## src/rtl/frame_array_ctrl_if.sv

```systemverilog
// Bundle of the capture, memory and pair-output signals of frame_array_ctrl.
//   slave  : the controller view (capture/memory inputs in, strobes and pairs out)
//   master : the environment view (capture front end, pixel memory, consumer)
// Signals:
//   start, stop, frame_start, en_latch, y_data : capture control and pixel strobe
//   mem_addr, mem_re, mem_we, mem_wdata, mem_rdata : single-port pixel memory
//   pair_valid, cur_y, ref_y : {current, reference} pixel pair to the compare datapath
//   frame_done, busy, overrun, sync_err : status
interface frame_array_ctrl_if #(
  parameter int unsigned ADDR_W = 19
) ();
  logic              start;
  logic              stop;
  logic              frame_start;
  logic              en_latch;
  logic [7:0]        y_data;
  logic [ADDR_W:0]   mem_addr;
  logic              mem_re;
  logic              mem_we;
  logic [7:0]        mem_wdata;
  logic [7:0]        mem_rdata;
  logic              pair_valid;
  logic [7:0]        cur_y;
  logic [7:0]        ref_y;
  logic              frame_done;
  logic              busy;
  logic              overrun;
  logic              sync_err;

  modport slave (
    input  start, stop, frame_start, en_latch, y_data, mem_rdata,
    output mem_addr, mem_re, mem_we, mem_wdata, pair_valid, cur_y, ref_y,
    output frame_done, busy, overrun, sync_err
  );

  modport master (
    output start, stop, frame_start, en_latch, y_data, mem_rdata,
    input  mem_addr, mem_re, mem_we, mem_wdata, pair_valid, cur_y, ref_y,
    input  frame_done, busy, overrun, sync_err
  );
endinterface

```

## src/rtl/frame_array_ctrl.sv

```systemverilog
// Frame store sequencer for the motion tracker. Each incoming luma pixel triggers a read of
// the co-located pixel of the previous frame from the reference bank, then a write of the new
// pixel into the write bank; banks swap at every completed frame.
// Ports:
//   clk : system clock, rising edge
//   rst : synchronous active-high reset
//   bus : frame_array_ctrl_if.slave (capture strobes, pixel memory, pair output, status)
module frame_array_ctrl #(
  parameter int unsigned COLS   = 640,
  parameter int unsigned ROWS   = 480,
  parameter int unsigned ADDR_W = 19
) (
  input logic               clk,
  input logic               rst,
  frame_array_ctrl_if.slave bus
);

  localparam int unsigned NumPix = COLS * ROWS;
  localparam logic [ADDR_W-1:0] LastPix = ADDR_W'(NumPix - 1);

  typedef enum logic [2:0] {StIdle, StArm, StPixw, StRd, StWr, StFend} state_e;

  state_e            state_q, state_d;
  logic [ADDR_W-1:0] pix_q, pix_d;
  logic              wr_bank_q, wr_bank_d;
  logic              ref_valid_q, ref_valid_d;
  logic              stop_req_q, stop_req_d;
  logic [7:0]        lat_q, lat_d;
  // A frame start seen in RD must still let the following WR finish, but silently.
  logic              abort_q, abort_d;
  logic              overrun_q, overrun_d;
  logic              sync_err_q, sync_err_d;
  logic              pair_valid_q, pair_valid_d;
  logic [7:0]        cur_y_q, cur_y_d;
  logic [7:0]        ref_y_q, ref_y_d;
  logic [ADDR_W:0]   addr_q;
  logic              abort_now;

  // State and datapath registers
  always_ff @(posedge clk) begin
    if (rst) begin
      state_q      <= StIdle;
      pix_q        <= '0;
      wr_bank_q    <= 1'b0;
      ref_valid_q  <= 1'b0;
      stop_req_q   <= 1'b0;
      lat_q        <= '0;
      abort_q      <= 1'b0;
      overrun_q    <= 1'b0;
      sync_err_q   <= 1'b0;
      pair_valid_q <= 1'b0;
      cur_y_q      <= '0;
      ref_y_q      <= '0;
      addr_q       <= '0;
    end else begin
      state_q      <= state_d;
      pix_q        <= pix_d;
      wr_bank_q    <= wr_bank_d;
      ref_valid_q  <= ref_valid_d;
      stop_req_q   <= stop_req_d;
      lat_q        <= lat_d;
      abort_q      <= abort_d;
      overrun_q    <= overrun_d;
      sync_err_q   <= sync_err_d;
      pair_valid_q <= pair_valid_d;
      cur_y_q      <= cur_y_d;
      ref_y_q      <= ref_y_d;
      // Address holds whenever no strobe is driven, since the output then mirrors addr_q.
      addr_q       <= bus.mem_addr;
    end
  end

  assign abort_now = abort_q | bus.frame_start;

  // Next-state logic
  always_comb begin
    state_d      = state_q;
    pix_d        = pix_q;
    wr_bank_d    = wr_bank_q;
    ref_valid_d  = ref_valid_q;
    stop_req_d   = stop_req_q;
    lat_d        = lat_q;
    abort_d      = abort_q;
    overrun_d    = overrun_q;
    sync_err_d   = sync_err_q;
    pair_valid_d = 1'b0;
    cur_y_d      = cur_y_q;
    ref_y_d      = ref_y_q;

    if (state_q != StIdle && bus.stop) begin
      stop_req_d = 1'b1;
    end

    unique case (state_q)
      StIdle: begin
        if (bus.start) begin
          state_d    = StArm;
          overrun_d  = 1'b0;
          sync_err_d = 1'b0;
          stop_req_d = 1'b0;
        end
      end
      StArm: begin
        if (bus.stop) begin
          state_d = StIdle;
        end else if (bus.frame_start) begin
          state_d = StPixw;
          pix_d   = '0;
        end
      end
      StPixw: begin
        if (bus.frame_start) begin
          sync_err_d = 1'b1;
          pix_d      = '0;
        end else if (bus.en_latch) begin
          lat_d   = bus.y_data;
          state_d = StRd;
        end
      end
      StRd: begin
        if (bus.en_latch) begin
          overrun_d = 1'b1;
        end
        if (bus.frame_start) begin
          sync_err_d = 1'b1;
          abort_d    = 1'b1;
        end
        state_d = StWr;
      end
      StWr: begin
        abort_d      = 1'b0;
        pair_valid_d = ref_valid_q & ~abort_now;
        if (pair_valid_d) begin
          cur_y_d = lat_q;
          ref_y_d = bus.mem_rdata;
        end
        if (abort_now) begin
          if (bus.frame_start) begin
            sync_err_d = 1'b1;
          end
          pix_d   = '0;
          state_d = StPixw;
        end else if (pix_q == LastPix) begin
          if (bus.en_latch) begin
            overrun_d = 1'b1;
          end
          state_d = StFend;
        end else begin
          pix_d = pix_q + ADDR_W'(1);
          if (bus.en_latch) begin
            lat_d   = bus.y_data;
            state_d = StRd;
          end else begin
            state_d = StPixw;
          end
        end
      end
      StFend: begin
        wr_bank_d   = ~wr_bank_q;
        ref_valid_d = 1'b1;
        pix_d       = '0;
        state_d     = (stop_req_q || bus.stop) ? StIdle : StArm;
      end
      default: state_d = StIdle;
    endcase
  end

  // Outputs
  always_comb begin
    bus.mem_re     = 1'b0;
    bus.mem_we     = 1'b0;
    bus.mem_addr   = addr_q;
    bus.mem_wdata  = lat_q;
    bus.frame_done = 1'b0;
    bus.busy       = (state_q != StIdle);
    bus.pair_valid = pair_valid_q;
    bus.cur_y      = cur_y_q;
    bus.ref_y      = ref_y_q;
    bus.overrun    = overrun_q;
    bus.sync_err   = sync_err_q;
    unique case (state_q)
      StRd: begin
        bus.mem_re   = 1'b1;
        bus.mem_addr = {~wr_bank_q, pix_q};
      end
      StWr: begin
        bus.mem_we   = 1'b1;
        bus.mem_addr = {wr_bank_q, pix_q};
      end
      StFend:  bus.frame_done = 1'b1;
      default: ;
    endcase
  end

endmodule

```

## src/flat_wrapper.sv

```systemverilog
// flat-port wrapper written by rule: the top's interface ports become plain ports
module frame_array_ctrl_flat 
#(
  parameter int unsigned COLS   = 640,
  parameter int unsigned ROWS   = 480,
  parameter int unsigned ADDR_W = 19
)
  (clk, rst, bus_start, bus_stop, bus_frame_start, bus_en_latch, bus_y_data, bus_mem_rdata, bus_mem_addr, bus_mem_re, bus_mem_we, bus_mem_wdata, bus_pair_valid, bus_cur_y, bus_ref_y, bus_frame_done, bus_busy, bus_overrun, bus_sync_err);
  frame_array_ctrl_if #(.ADDR_W(ADDR_W)) bus_i ();
  input logic clk;
  input logic rst;
  input wire logic [$bits(bus_i.start)-1:0] bus_start;
  input wire logic [$bits(bus_i.stop)-1:0] bus_stop;
  input wire logic [$bits(bus_i.frame_start)-1:0] bus_frame_start;
  input wire logic [$bits(bus_i.en_latch)-1:0] bus_en_latch;
  input wire logic [$bits(bus_i.y_data)-1:0] bus_y_data;
  input wire logic [$bits(bus_i.mem_rdata)-1:0] bus_mem_rdata;
  output wire logic [$bits(bus_i.mem_addr)-1:0] bus_mem_addr;
  output wire logic [$bits(bus_i.mem_re)-1:0] bus_mem_re;
  output wire logic [$bits(bus_i.mem_we)-1:0] bus_mem_we;
  output wire logic [$bits(bus_i.mem_wdata)-1:0] bus_mem_wdata;
  output wire logic [$bits(bus_i.pair_valid)-1:0] bus_pair_valid;
  output wire logic [$bits(bus_i.cur_y)-1:0] bus_cur_y;
  output wire logic [$bits(bus_i.ref_y)-1:0] bus_ref_y;
  output wire logic [$bits(bus_i.frame_done)-1:0] bus_frame_done;
  output wire logic [$bits(bus_i.busy)-1:0] bus_busy;
  output wire logic [$bits(bus_i.overrun)-1:0] bus_overrun;
  output wire logic [$bits(bus_i.sync_err)-1:0] bus_sync_err;
  assign bus_i.start = bus_start;
  assign bus_i.stop = bus_stop;
  assign bus_i.frame_start = bus_frame_start;
  assign bus_i.en_latch = bus_en_latch;
  assign bus_i.y_data = bus_y_data;
  assign bus_i.mem_rdata = bus_mem_rdata;
  assign bus_mem_addr = bus_i.mem_addr;
  assign bus_mem_re = bus_i.mem_re;
  assign bus_mem_we = bus_i.mem_we;
  assign bus_mem_wdata = bus_i.mem_wdata;
  assign bus_pair_valid = bus_i.pair_valid;
  assign bus_cur_y = bus_i.cur_y;
  assign bus_ref_y = bus_i.ref_y;
  assign bus_frame_done = bus_i.frame_done;
  assign bus_busy = bus_i.busy;
  assign bus_overrun = bus_i.overrun;
  assign bus_sync_err = bus_i.sync_err;
  frame_array_ctrl #(.COLS(COLS), .ROWS(ROWS), .ADDR_W(ADDR_W)) u_core (.clk(clk), .rst(rst), .bus(bus_i));
endmodule
```

## config.mk

```make
export PLATFORM = sky130hd
export DESIGN_NAME = frame_array_ctrl_flat
export DESIGN_NICKNAME = d
export VERILOG_FILES = /design/src/rtl/frame_array_ctrl_if.sv /design/src/rtl/frame_array_ctrl.sv /design/src/flat_wrapper.sv
export SDC_FILE = /design/constraint.sdc
export NUM_CORES = 1
export LEC_CHECK = 0
export CORE_ASPECT_RATIO = 0.8
export CORE_UTILIZATION = 50
export DETAILED_ROUTE_END_ITERATION = 6
export PLACE_DENSITY = 0.8
export SLEW_MARGIN = 30
export SYNTH_ARGS = -nofsm -noshare
export SYNTH_HDL_FRONTEND = slang
export SYNTH_SLANG_ARGS = --single-unit
```

## constraint.sdc

```tcl
create_clock -name clk -period 2.5 [get_ports clk]
set_input_delay 0.375 -clock clk [delete_from_list [all_inputs] [get_ports clk]]
set_output_delay 0.375 -clock clk [all_outputs]
set_load 0.05 [all_outputs]
```

; ---- Yosys cells after proc, flatten, opt, wreduce, memory -nomap -nowiden
; Cells that the tools add are included.
[word_totals]
regBits = 73
[classes]
add_sub_neg = 1
n_eq_ne = 17
mux = 37
n_bitwise = 5
reduce_logical = 18
[ops]
columns = operator, n
row1 = $mux 19, 4
row2 = $pmux 19 s4, 1
row3 = $pmux 20 s2, 1
row4 = $mux 8, 4
row5 = $mux 3, 7
row6 = $add 19x1->19 const B, 1
row7 = $eq 19x19->1 const B, 1
row8 = $pmux 3 s6, 1
row9 = $pmux 8 s2, 1
row10 = $mux 1, 15
row11 = $ne 2x2->1 const B, 7
row12 = $reduce_and 4->1, 3
row13 = $reduce_bool 3->1, 3
row14 = $eq 3x2->1 const B, 2
row15 = $eq 3x3->1 const B, 2
row16 = $pmux 1 s3, 2
row17 = $reduce_and 3->1, 2
row18 = $ne 2x1->1 const B, 2
row19 = $reduce_and 2->1, 2
row20 = $reduce_bool 2->1, 2
row21 = $reduce_bool 4->1, 1
row22 = $reduce_or 2->1, 2
row23 = $eq 3x1->1 const B, 1
row24 = $logic_not 3->1, 1
row25 = 8 further kinds, 10

; ---- Logic depth before layout (Yosys ltp)
; Gate-level depths: netlist (run 1).
[depth]
word_depth = 5
ltp_mapped = 9

; ---- Least setup slack after synthesis (run 1)
; Ideal clock, no wire load.
[synth_timing]
path_type = register to output
from = reg u_core.state_q[2]
to = out bus_mem_addr[6]
t_arrival_ps = 2995
required_time_ps = 2125
setup_slack_ps = -870
stages_incl_launch_ff = 7
n_path_buf = 2
path_cell_list = dfxtp_1 > clkbuf_1 > nand2b_1 > nor2_1 > nor2_1 > clkbuf_1 > o21ai_0
[synth_between]
elab_chain_cells = 2
word_cells_on_any_way = 3
[synth_lines]
columns = item, line
row1 = start: declaration, frame_array_ctrl.sv:23  ; state_e state_q, state_d;
row2 = start signal: assignment, frame_array_ctrl.sv:42  ; state_q <= StIdle;
row3 = start signal: assignment, frame_array_ctrl.sv:56  ; state_q <= state_d;
row4 = $eq 3x3->1 / $eq 3x2->1 (equally long branches), frame_array_ctrl.sv:181  ; unique case (state_q)
row5 = $pmux 20 s2 (*), frame_array_ctrl.sv:181
row6 = end: declaration, flat_wrapper.sv:18  ; output wire logic [$bits(bus_i.mem_addr)-1:0] bus_mem_addr;
; Every way passes the cells marked *; elsewhere a longest branch is shown, timed or not.

; ---- Final worst setup path (run 1)
[layout_timing]
from = reg u_core.state_q[1]
to = out bus_mem_addr[12]
; The elaborated chain is that of the path after synthesis.

==> reports/results.txt, run 1 <==
clock tree buffer depth -> 2
initial antenna violation count -> 0
fin. max-slew vios -> 0
number of synthesis warnings -> 0
PwrDens -> 511 nW/µm²
hold bufs inserted after CTS -> 0
DP Wirelength -> 5310 µm
outcome -> finished, final reports clean
worst-path fanout max -> 10
final setup fails -> 0
Residual DRC -> 0
Filler cells -> 471
max_slew headroom -> 59.6%
Total GRT Usage -> 22.2%
drt wl/cell -> 14.1 µm
Hold Path Depth -> 2
Reg2Reg Depth -> 7
Post-Syn Area -> 3160 µm²
CTS H-tree lvls -> 3
vias in the first global route -> 2,505
port bufs -> 72
RSZ-0062 raised after global routing -> false
Starting Density -> 52.6%
share of layout cells above drive strength 1 -> 19.5%
Worst path slowest cell -> dfxtp_2
Hold Crit Start -> u_core.bus.cur_y[1]
Initial DRC Count -> 165
Antenna Diode Count -> 0
critical path type -> reg2out
Core Region -> 6010 µm²
Clock Skew -> 0.00848 ns
Final Power -> 2.23 mW
Post-synth EDFFs -> 0
via count -> 2,783
fraction of registers with async set/reset -> 0%
final WL -> 7340 µm
Top FF cell, synth -> dfxtp_1
global-route wire length before repair -> 11,600 µm
Multi-input gate area -> 1580 µm²
clk sink count -> 73
Worst Setup Slack, final -> 0.151 ns
DR vias/cell -> 5.33
final net count -> 459
max cap viols -> 0
remaining global-route overflow -> 0
Placer Congestion -> 0.819
DR pass1 iterations -> 5
CP top delay family -> simple AND/OR/NAND/NOR gates
most frequent cells in the layout -> dfxtp_1 (70), nand2_1 (49), clkdlybuf4s50_1 (47), nor2_1 (38), a21oi_1 (27)
Final min period -> 2.35 ns
worst vdd ir -> 0.414 mV
CTS tree -> built
Synth Instances -> 361
highest clock rate -> 0.426 GHz
clock latency at the later pin of the worst-skew pair -> 0.34 ns
register area share after synthesis -> 46.3%
number of synthesized register bits -> 73
Row Count -> 25
placed instance area -> 4160 µm²
Worst Setup SP -> u_core.state_q[1]
Final ANT Viol Nets -> 0
die area -> 6640 µm²
FF/Latch Area -> 1470 µm²
Worst path max stage delay -> 0.41 ns
final cycle utilization of the critical path -> 93.9%
pre-CTS setup slack -> -0.0159 ns
Final Hold Viols -> 0
Worst Setup End Kind -> output port
Die Ht -> 73.1 µm
Final TNS setup -> 0 ns
worst reg2reg startpoint -> u_core.pix_q[14]
Startpoint Class -> register
Worst-path clk slew -> 0.08 ns
Bufs and invs on worst path -> 2
commonest non-fill, non-tap cell in the layout -> dfxtp_1
CTS Buf Count -> 9
LEAKAGE -> 1.63 nW
CP Cell Sequence -> nand2b_1 -> nor2_2 -> nor2_4 -> buf_4 -> mux2_2 -> buf_12
Area Overhead vs Synth -> 38.4%
finished layout cell area -> 4370 µm²
Root Buffer -> clkbuf_8
Hold WC Path Type -> reg2reg
io pins -> 73
syn nets -> 384
Worst Tran Pin Value -> 0.606 ns
die width -> 90.9 µm
Crit path required time -> 2.12 ns
syn avg cell area -> 8.75 µm²
largest net degree at the start of global routing -> 35
Netlist cell types -> 50
Arr. time, crit path -> 1.97 ns
cell count along the critical path -> 6
final cells by class:
type / instances / share of cell area [%]
multi-input combinational: 258 / 36.1
clock buffer: 11 / 3.01
sequential: 73 / 33.5
timing repair buffer: 87 / 23.2
clock inverter: 5 / 1.29
tap: 81 / 2.32
inverter: 7 / 0.601
final timing paths:
kind / endpoint / slack [ns]
setup reg to reg: u_core.pix_q[2] / 0.34
setup / recovery: bus_mem_addr[12] / 0.15
hold reg to reg: u_core.bus.cur_y[1] / 0.46
hold / removal: u_core.bus.cur_y[1] / 0.46
worst register-to-register path, stage by stage (launching register included):
cell and delay, ns:
dfxtp_1 0.37, nor4b_2 0.33, nand4_1 0.18, or4_1 0.62, buf_4 0.20, nand2_1 0.12
xor2_1 0.17, nor2_1 0.05
per-layer routing:
metal	vias to the layer above	GRT usage [%]	part of all wire (%)
met1	1299	27.9	46
met5	-	0	0
li1	1389	-	-
met4	0	6.53	1.3
met2	84	36.5	47
met3	11	7.50	5.6
timing repair:
| action | in CTS | in global routing |
|---|---|---|
| hold endpoints to repair | 0 | 0 |
| cloned | 0 | 1 |
| endpoints found under the setup margin | 16 | 17 |
| pin swaps | 0 | 0 |
| setup buffers | 0 | 0 |
| gates resized for setup | 3 | 7 |
synthesized netlist by cell type, drive strengths merged, types with 2 or more instances:
| cell type | n | share of area, % |
|---|---|---|
| dfxtp | 73 | 46 |
| nand2 | 49 | 5.8 |
| nor2 | 41 | 4.9 |
| a21oi | 27 | 4.3 |
| nor2b | 21 | 4.2 |
| clkbuf | 18 | 2.2 |
| mux2 | 18 | 6.4 |
| o21ai | 12 | 1.9 |
| nand4 | 11 | 2.2 |
| xor2 | 11 | 3.0 |
| mux2i | 8 | 2.5 |
| inv | 7 | 0.83 |
| nand3 | 7 | 1.1 |
| and3 | 5 | 1.1 |
| buf | 5 | 1.3 |
| nor3 | 5 | 0.79 |
| a31oi | 4 | 0.99 |
| nand2b | 4 | 0.79 |
| nor3b | 3 | 0.71 |
| nor4b | 3 | 1.0 |
| or3 | 3 | 0.59 |
| and2 | 2 | 0.40 |
| nor4 | 2 | 0.40 |
| xnor2 | 2 | 0.55 |
metrics by stage:
| step | std cells | hold slack (ns) | utilization (%) |
|---|---|---|---|
| 2_1_floorplan | 361 | 0.454 | - |
| 3_5_place_dp | 505 | 0.446 | 69.2 |
| 6_report | 522 | 0.459 | 72.8 |
| 5_1_grt | 522 | 0.477 | 72.8 |
| 3_3_place_gp | 505 | 0.441 | 69.2 |
| 4_1_cts | 521 | 0.457 | 72.4 |
power by group:
group	switching, mW	total [mW]	leakage, nW	internal [mW]
Sequential	0.0163	1.19	0.590	1.17
Combinational	0.0956	0.168	0.948	0.0720
Clock	0.417	0.877	0.0933	0.460
registers in the layout (all words and copies together) (netlist names):
signal / flops
u_core.bus.pair_valid: 1
u_core.state_q: 3
u_core.bus.overrun: 1
u_core.abort_q: 1
u_core.pix_q: 19
u_core.wr_bank_q: 1
u_core.stop_req_q: 1
u_core.bus.cur_y: 8
u_core.bus.sync_err: 1
u_core.bus.mem_wdata: 8
u_core.ref_valid_q: 1
u_core.bus.ref_y: 8
u_core.addr_q: 20
kinds of logic after synthesis:
kind of cell / share of synthesized area (%)
DFF: 46.3
buffers and inverters: 4.36
xor gates and xnor gates: 3.60
adders and majority gates: 0.396
and+or+nand+nor: 26.3
muxes: 8.95
AOI/OAI and AO/OA: 10.1
Note: power is estimated with default switching activity, not from simulation.
==> inputs of run 2 (changes only) <==
--- a/config.mk
+++ b/config.mk
@@ -5,10 +5,10 @@
 export SDC_FILE = /design/constraint.sdc
 export NUM_CORES = 1
 export LEC_CHECK = 0
+export ABC_AREA = 1
 export CORE_ASPECT_RATIO = 0.8
-export CORE_UTILIZATION = 50
+export CORE_UTILIZATION = 35
 export DETAILED_ROUTE_END_ITERATION = 6
-export PLACE_DENSITY = 0.8
 export SLEW_MARGIN = 30
 export SYNTH_ARGS = -nofsm -noshare
 export SYNTH_HDL_FRONTEND = slang
==> run 2 against run 1 <==
Net effect:
- wire length grew 13%
- die area is 48% higher
- critical endpoint is now bus_mem_re
- sequential share of layout area decreased by 2.4 points
- non-clock buffer count is 10 lower
- flip-flop and latch count did not move
- clock skew down 0.0012 ns
- largest cell class unchanged
- global-route usage fell by 4.9 points
- via count is 14% higher
==> reports/results.txt, run 2 <==
outcome -> finished, final reports clean
max reg flops -> 20 (unchanged)
Post-Syn Area -> 3310 µm² (+4.7%)
LEAKAGE -> 1.97 nW (+21%)
area share of the largest cell type after synthesis -> 44.2% (-2.1 points)
DR pass1 iterations -> 4 (-1)
most common cell in the synthesized netlist -> nor2_1
PwrDens -> 736 nW/µm² (+44%)
RSZ-0062 raised after global routing -> true
Hold WC Path Type -> reg2reg
via count -> 3,177 (+14%)
fraction of registers with async set/reset -> 0% (unchanged)
syn avg cell area -> 6.84 µm² (-22%)
Final min period -> 2.37 ns (+0.0226 ns)
max cap viols -> 0 (unchanged)
most frequent cells in the layout -> nor2_1 (103), nand2_1 (91), dfxtp_1 (73), inv_1 (55)
clock tree buffer depth -> 2 (unchanged)
post-route insts no fill -> 679 (+30%)
Worst-path clk slew -> 0.06 ns (-0.02 ns)
Top reg by flops -> u_core.addr_q
Post-synth top cells -> nor2_1 (103), nand2_1 (91), dfxtp_1 (73)
syn nets -> 507 (+32%)
clk sink count -> 73 (unchanged)
hold bufs inserted after CTS -> 0 (unchanged)
Worst Setup End Kind -> output port
Antenna Diode Count -> 0 (unchanged)
Worst path slowest cell -> clkdlybuf4s50_1
Die Ht -> 89.0 µm (+22%)
Residual DRC -> 0 (unchanged)
Post-synth EDFFs -> 0 (unchanged)
worst vdd ir -> 0.387 mV (-6.7%)
Final Hold Viols -> 0 (unchanged)
Arr. time, crit path -> 2.00 ns (+0.03 ns)
DR vias/cell -> 4.68 (-12%)
Bufs and invs on worst path -> 4 (+2)
Worst Tran Pin Value -> 0.597 ns (-0.00963 ns)
final net count -> 582 (+27%)
port bufs -> 72 (unchanged)
Startpoint Class -> register
placed cell count -> 663 (+31%)
global-route wire length before repair -> 13,600 µm (+17%)
Initial DRC Count -> 136 (-18%)
Placer Congestion -> 0.854 (+4.3%)
r2r setup slk -> 0.49 ns (+0.15 ns)
CTS Buf Count -> 9 (unchanged)
Clock Skew -> 0.00730 ns (-0.00118 ns)
Crit path required time -> 2.12 ns (about the same)
share of layout cells above drive strength 1 -> 12.6% (-6.9 points)
remaining global-route overflow -> 0 (unchanged)
number of synthesized register bits -> 73 (unchanged)
largest net degree at the start of global routing -> 37 (+5.7%)
Final ANT Viol Nets -> 0 (unchanged)
DP Wirelength -> 6170 µm (+16%)
die width -> 111 µm (+22%)
Total GRT Usage -> 17.3% (-4.9 points)
Row Count -> 31 (+24%)
highest clock rate -> 0.422 GHz (-0.95%)
CTS tree -> built
Netlist cell types -> 31 (-38%)
die area -> 9850 µm² (+48%)
final cycle utilization of the critical path -> 94.8% (+0.90 points)
Synth Instances -> 484 (+34%)
final WL -> 8310 µm (+13%)
Synth area leader -> dfxtp_1
Top FF cell, synth -> dfxtp_1
Worst path max stage delay -> 0.79 ns (+0.38 ns)
finished layout cell area -> 4690 µm² (+7.3%)
clock latency at the later pin of the worst-skew pair -> 0.33 ns (about the same)
Area Overhead vs Synth -> 41.8%
Top Registers -> u_core.addr_q: 20 flops, u_core.pix_q: 19 flops
drt wl/cell -> 12.2 µm (-13%)
worst-path fanout max -> 6 (-4)
register area share after synthesis -> 44.2% (-2.1 points)
Core Region -> 9110 µm² (+52%)
Starting Density -> 36.3% (-16 points)
Root Buffer -> clkbuf_16
commonest non-fill, non-tap cell in the layout -> nor2_1
fin. max-slew vios -> 0 (unchanged)
critical path type -> reg2out
max_slew headroom -> 60.2% (+0.60 points)
placed instance area -> 4330 µm² (+4.1%)
top cells by area, synth -> dfxtp_1 (44%), nor2_1 (12%), nand2_1 (10%)
CP Cell Sequence -> inv_2 -> nand3_1 -> inv_1 -> buf_4 -> clkdlybuf4s50_1
number of synthesis warnings -> 0 (unchanged)
final setup fails -> 0 (unchanged)
io pins -> 73 (unchanged)
initial antenna violation count -> 0 (unchanged)
CTS H-tree lvls -> 3 (unchanged)
Final TNS setup -> 0 ns (unchanged)
CP top delay family -> buffers and inverters
vias in the first global route -> 2,868 (+14%)
## run 2: kinds of logic after synthesis
group | Yosys count | share of synthesized area (%)
compound gates | 75 | 11.7
xor+xnor | 1 | 0.265
simple gates | 257 | 34.2
fa+ha+maj | 1 | 0.378
flops | 73 | 44.2
buf+inv | 77 | 9.30
## run 2: metal layers
metal	vias to the layer above	global-route usage [%]	wire length, µm
li1	1682	-	-
met1	1414	24.2	4180
met2	72	26.7	3640
met3	9	4.81	395
met4	0	3.76	97
met5	-	0	0
## run 2: report_power, final
| part | internal (mW) | leakage [nW] | switching, mW |
|---|---|---|---|
| registers | 1.21 | 0.589 | 0.0234 |
| logic | 0.280 | 1.21 | 0.440 |
| clock network | 0.985 | 0.171 | 0.514 |
## run 2: final cells by class
type | count | area [µm²]
Multi-Input combinational cell | 334 | 1540
Sequential cell | 73 | 1460
Fill cell | 915 | 4420
Timing Repair Buffer | 77 | 946
Tap cell | 115 | 144
Clock inverter | 7 | 125
Inverter | 64 | 245
Clock buffer | 9 | 225
## run 2: final timing paths
path	startpoint	to	depth (start not counted)
min	u_core.bus.overrun	u_core.bus.overrun	2
max reg2reg	u_core.pix_q[0]	u_core.pix_q[15]	11
max	u_core.state_q[2]	bus_mem_re	5
min reg2reg	u_core.bus.overrun	u_core.bus.overrun	2
## run 2: timing repair
action                                  4_1_cts  5_1_grt
setup buffers                                 0        0
resized for setup                             1        7
endpoints found under the setup margin       19       19
## run 2: worst reg2reg max path: cells and delay by family, from the launching register on
kind / cells / cell delay, ns
adders and majority gates: 1 / 0.24
and+or+nand+nor: 7 / 0.94
DFF: 1 / 0.39
buffers and inverters: 3 / 0.40
## run 2: through the flow
stage	total power [mW]	setup slack [ns]	util, %	hold slack (ns)
floorplan	1.68	0.380	-	0.441
global placement	1.98	0.323	47.5	0.441
detailed placement	1.98	0.272	47.5	0.439
CTS	3.48	0.0251	51.4	0.448
global route	3.58	-0.0195	51.5	0.471
finish	3.45	0.129	51.5	0.447
